**src/rtl/dm_access_unit.sv**
```systemverilog
// Data-memory access stage: latches AR from the shared bus and runs single
// read/write transactions against a fixed-latency BRAM. Optional macro: DM_ADDR_INC_EN.
module dm_access_unit #(
    parameter int ADDR_W = 8,
    parameter int DATA_W = 16,
    parameter int RD_LAT = 1
) (
    input  logic              clock,
    input  logic              reset_n,
    input  logic [DATA_W-1:0] busout,
    input  logic              load_ar,
    input  logic              rd_req,
    input  logic              wr_req,
    output logic              mem_en,
    output logic              mem_we,
    output logic [ADDR_W-1:0] mem_addr,
    output logic [DATA_W-1:0] mem_wdata,
    input  logic [DATA_W-1:0] mem_rdata,
    output logic [ADDR_W-1:0] AR,
    output logic [DATA_W-1:0] DM,
    output logic              busy,
    output logic              done
);
    localparam int CW = (RD_LAT > 1) ? $clog2(RD_LAT) : 1;

    typedef enum logic [2:0] {
        IDLE,
        RD_ISSUE,
        RD_WAIT,
        WR_ISSUE,
        FINISH
    } state_t;

    state_t            state_q, state_d;
    logic [CW-1:0]     cnt_q, cnt_d;
    logic              dm_ld;
    logic              accept;
    logic [ADDR_W-1:0] eff;

    // Bus address bypasses AR so load_ar and a request can share a cycle.
    assign eff    = load_ar ? busout[ADDR_W-1:0] : AR;
    assign accept = (state_q == IDLE) && (rd_req || wr_req);
    assign busy   = (state_q != IDLE);
    assign done   = (state_q == FINISH);

    always_comb begin
        state_d = state_q;
        cnt_d   = cnt_q;
        dm_ld   = 1'b0;
        case (state_q)
            IDLE: begin
                if (wr_req)      state_d = WR_ISSUE;
                else if (rd_req) state_d = RD_ISSUE;
            end
            RD_ISSUE: begin
                state_d = RD_WAIT;
                cnt_d   = CW'(RD_LAT - 1);
            end
            RD_WAIT: begin
                if (cnt_q == '0) begin
                    dm_ld   = 1'b1;
                    state_d = FINISH;
                end else begin
                    cnt_d = cnt_q - 1'b1;
                end
            end
            WR_ISSUE: state_d = FINISH;
            FINISH:   state_d = IDLE;
            default:  state_d = IDLE;
        endcase
    end

    always_ff @(posedge clock or negedge reset_n) begin
        if (!reset_n) begin
            state_q   <= IDLE;
            cnt_q     <= '0;
            mem_en    <= 1'b0;
            mem_we    <= 1'b0;
            mem_addr  <= '0;
            mem_wdata <= '0;
            AR        <= '0;
            DM        <= '0;
        end else begin
            state_q <= state_d;
            cnt_q   <= cnt_d;
            // Strobes are registered from next state so they line up with the ISSUE cycle.
            mem_en  <= (state_d == RD_ISSUE) || (state_d == WR_ISSUE);
            mem_we  <= (state_d == WR_ISSUE);
            if (accept)
                mem_addr <= eff;
            if ((state_q == IDLE) && wr_req)
                mem_wdata <= busout;
            if (dm_ld)
                DM <= mem_rdata;
            if ((state_q == IDLE) && load_ar)
                AR <= busout[ADDR_W-1:0];
`ifdef DM_ADDR_INC_EN
            else if (state_q == FINISH)
                AR <= AR + ADDR_W'(1);
`endif
        end
    end
endmodule

```
**config.mk**
```make
export PLATFORM = sky130hd
export DESIGN_NAME = dm_access_unit
export DESIGN_NICKNAME = d
export VERILOG_FILES = /design/src/rtl/dm_access_unit.sv
export SDC_FILE = /design/constraint.sdc
export NUM_CORES = 1
export LEC_CHECK = 0
export ABC_AREA = 1
export BUFFER_PORTS_ARGS = -buffer_cell sky130_fd_sc_hd__clkbuf_2
export CAP_MARGIN = 30
export CORE_UTILIZATION = 43
export DETAILED_ROUTE_END_ITERATION = 6
export PLACE_DENSITY_LB_ADDON = 0.1
export SLEW_MARGIN = 30
export SYNTH_ARGS = -nofsm -noshare
export SYNTH_HDL_FRONTEND = slang
export SYNTH_SLANG_ARGS = --single-unit
```
**constraint.sdc**
```tcl
create_clock -name clock -period 1.4 [get_ports clock]
set_clock_uncertainty 0.05 [all_clocks]
set_input_delay 0.42 -clock clock [delete_from_list [all_inputs] [get_ports clock]]
set_output_delay 0.42 -clock clock [all_outputs]
set_load 0.05 [all_outputs]
```
==> results by group <==
Layout
  • Filler Cell Count: 430
  • Register Area: 0.00133 sq mm
  • P&R area growth vs syn: 44.4%
  • Number of inserted diodes: 0
  • Share of cells above drive strength 1: 36.5%
  • Multi-input gate area: 868 sq um
  • Nets@finish: 395

Critical path
  • Capturing element type of the critical path: primary output
  • Slowest stage delay, CP: 0.45 ns
  • Required time at the endpoint of the critical path: 0.93 ns
  • Cells along the critical path: nor2_4 > nand2_2 > buf_8
  • Worst-case reg-to-reg path depth: 5
  • Slack of the worst reg-to-reg path: 0.10 ns
  • Top fanout value on the critical path: 3
  • Arrival time of data at the critical path endpoint: 1.12 ns
  • Highest-delay cell along the critical path: dfrtp_2
  • Buffers and inverters on the worst path: 1
  • Startpoint type of the worst setup path: register
  • Cell type group with the largest total delay on the critical path: flip-flops
  • Reg-to-reg endpoint: mem_wdata[10]
  • Setup Crit Path Kind: reg -> out
  • R2r startpoint: state_q[0]

Synth
  • Most area-consuming cells after synthesis: dfrtp_1 59%, nand2_1 20%, nand4_1 6.7%, nand3_1 5.3%, buf_2 2.0%
  • Register bit total from synthesis: 53
  • Area share of the largest cell type after synthesis: 59.0%
  • Combinational family with the most area after synthesis: simple AND/OR/NAND/NOR gates
  • Number of synthesized flops with an enable pin: 0
  • Simple logic cell fraction of the synthesized area: 36.1%
  • XOR/XNOR Fraction of Synth Area: 0%
  • Share of synthesized registers carrying an async set or reset: 100%
  • Cell with the most instances after synthesis: nand2_1
  • Syn Area/Cell: 8.82 sq um
  • Share of the synthesized area in compound gates (AO/OA/AOI/OAI): 0.223%
  • Synth Cell Area: 0.00225 sq mm
  • Syn nets: 292
  • Adder and majority cell fraction of the synthesized area: 0%
  • Gate count after technology mapping: 255
  • Warning count from the yosys run: 0
  • Multiplexer fraction of the synthesized cell area: 0%
  • Top cell types by occurrence after synthesis: 122 x nand2_1, 53 x dfrtp_1, 24 x nand3_1, 24 x nand4_1, 9 x buf_2
  • Post-synthesis cell type count: 18
  • Cell accounting for the most synthesized area: dfrtp_1
  • Most used DFF post-synth: dfrtp_1
  • Part of the Yosys area used for sequential elements: 59.0%

Timing
  • Fin worst setup slack: -0.194 ns
  • RSZ-0062 raised after global routing: true
  • Max-slew violation count: 0
  • Slew headroom: 80.8%
  • Final-report setup violation count: 2
  • Clock period minus worst slack: 1.59 ns
  • Ratio of final minimum period to clock period: 114%
  • Highest attainable clock frequency: 627 MHz
  • Final hold viol count: 0
  • Smallest hold slack: 0.0562 ns
  • Actual slew at the worst max-slew pin: 0.287 ns

Drt
  • Final ANT Viol Nets: 0
  • Via count normalized by instance count: 4.88
  • Initial DRC Count: 119
  • # DRC: 0
  • Total length of routed wires: 5360 microns
  • First-pass iteration count of the detailed router: 4
  • Total number of vias: 2079
  • Wirelength per Cell: 12.6 microns

Placed design
  • Port Buf Inserts: 88
  • Final Wtd Congestion: 0.794
  • Detail Placement HPWL: 3600 microns

Clocking
  • CTS tree: done
  • Number of buffers inserted during clock tree synthesis: 5
  • Clock transition at path regs: 0.09 ns
  • Clock net sink count: 53
  • Number of buffers added to fix hold violations after cts: 0
  • Depth of the CTS H-tree: 2
  • Worst skew pair latency: 0.30 ns
  • Cell chosen for the clock root: clkbuf_8
  • CTS Buffer Depth: 2

Job
  • Max-cap viol count: 0

Die
  • Horizontal die dimension: 74.3 microns
  • Placeable core region: 0.00488 sq mm
  • # rows: 25
  • Die area: 0.00552 sq mm
  • Overall die height: 74.3 microns
  • Boundary Pins: 89
  • Starting density of the core: 46.1%

Global routing
  • Pin count of the biggest net entering global routing: 54
  • Number of global-route vias before repair: 1803
  • Total routing resource utilization after global routing: 19.9%
  • Total congestion overflow: 0
  • Wire length of the first global-routing pass: 8320 microns
  • Number of antenna violations at the first check in global routing: 0

Hold path
  • Tightest Hold Check Type: in -> async

Status
  • Violations in the final reports: setup timing
  • Run status: finished with violations
[worst max path at each step]
stage	start	to	slack [ns]	cells after the start
finish	state_q[0]	busy	-0.19	3
global route	state_q[2]	done	-0.25	3
CTS	state_q[0]	done	-0.22	2
detailed placement	state_q[2]	mem_addr[0]	-0.03	5
global placement	state_q[1]	done	0.007	2
floorplan	state_q[2]	done	-0.23	4
[registers in the layout, summed over array words and instances (netlist names)]
| register | flops |
|---|---|
| AR | 8 |
| DM | 16 |
| mem_addr | 8 |
| mem_en | 1 |
| mem_wdata | 16 |
| mem_we | 1 |
| state_q | 3 |
[timing repair]
action,4_1_cts,5_1_grt
cloned,0,1
hold endpoints to repair,0,0
pin swaps,1,2
buffers inserted,3,6
setup endpoints to repair,82,65
resized for setup,63,44
[final cells by class]
cell class | count | share of cell area (%)
flip-flops and latches | 53 | 40.9
inverters | 9 | 1.04
clock inverters | 1 | 0.925
clock buffers | 7 | 2.66
well taps | 67 | 2.58
repair buffers | 108 | 25.1
multi-input cells | 181 | 26.7
[metrics by stage]
step	std cells	setup WS [ns]	area (sq um)	utilization, %	TNS (ns)
2_1_floorplan	255	-0.228	2260	-	-0.388
3_3_place_gp	408	0.00669	2810	57.6	0
3_5_place_dp	408	-0.0269	2810	57.6	-0.206
4_1_cts	419	-0.215	3140	64.4	-0.417
5_1_grt	426	-0.246	3250	66.5	-0.485
6_report	426	-0.194	3250	66.5	-0.386
[routing by layer]
layer	share of wire [%]	GRT usage, %	wire [microns]
met1	48	28.2	2550
met2	45	30.2	2420
met3	6.4	5.42	344
met4	0.90	5.66	48
met5	0	0	0
[placed cells by master (no fill, tap or decap), types with 2 or more instances in the layout]
cell	synthesis	layout
dfrtp_2	0	2
buf_2	9	2
clkbuf_8	0	9
nor2_4	2	3
nand2_1	122	121
buf_6	1	3
buf_12	0	2
nand4_1	24	24
dfrtp_1	53	51
inv_2	3	3
nand2_2	2	3
nand3_1	24	24
clkbuf_4	0	13
nand3_4	1	4
buf_8	0	6
buf_4	1	43
inv_1	6	6
clkbuf_2	0	36
[worst reg2reg max path, cell delays in order, from the launching register on]
cell and delay (ns):
dfrtp_2 0.45, nor2_4 0.14, buf_6 0.23, nand3_4 0.16, nand2_1 0.11, nand2_1 0.05
[logic make-up (layout without fill, tap and decap cells)]
group / after synthesis / after routing
compound gates: 1 / 1
buf+inv: 22 / 125
flops: 53 / 53
simple gates: 179 / 180
Power is not shown: default switching activity piles up to over one toggle a cycle in this logic, so the estimate is an artifact.
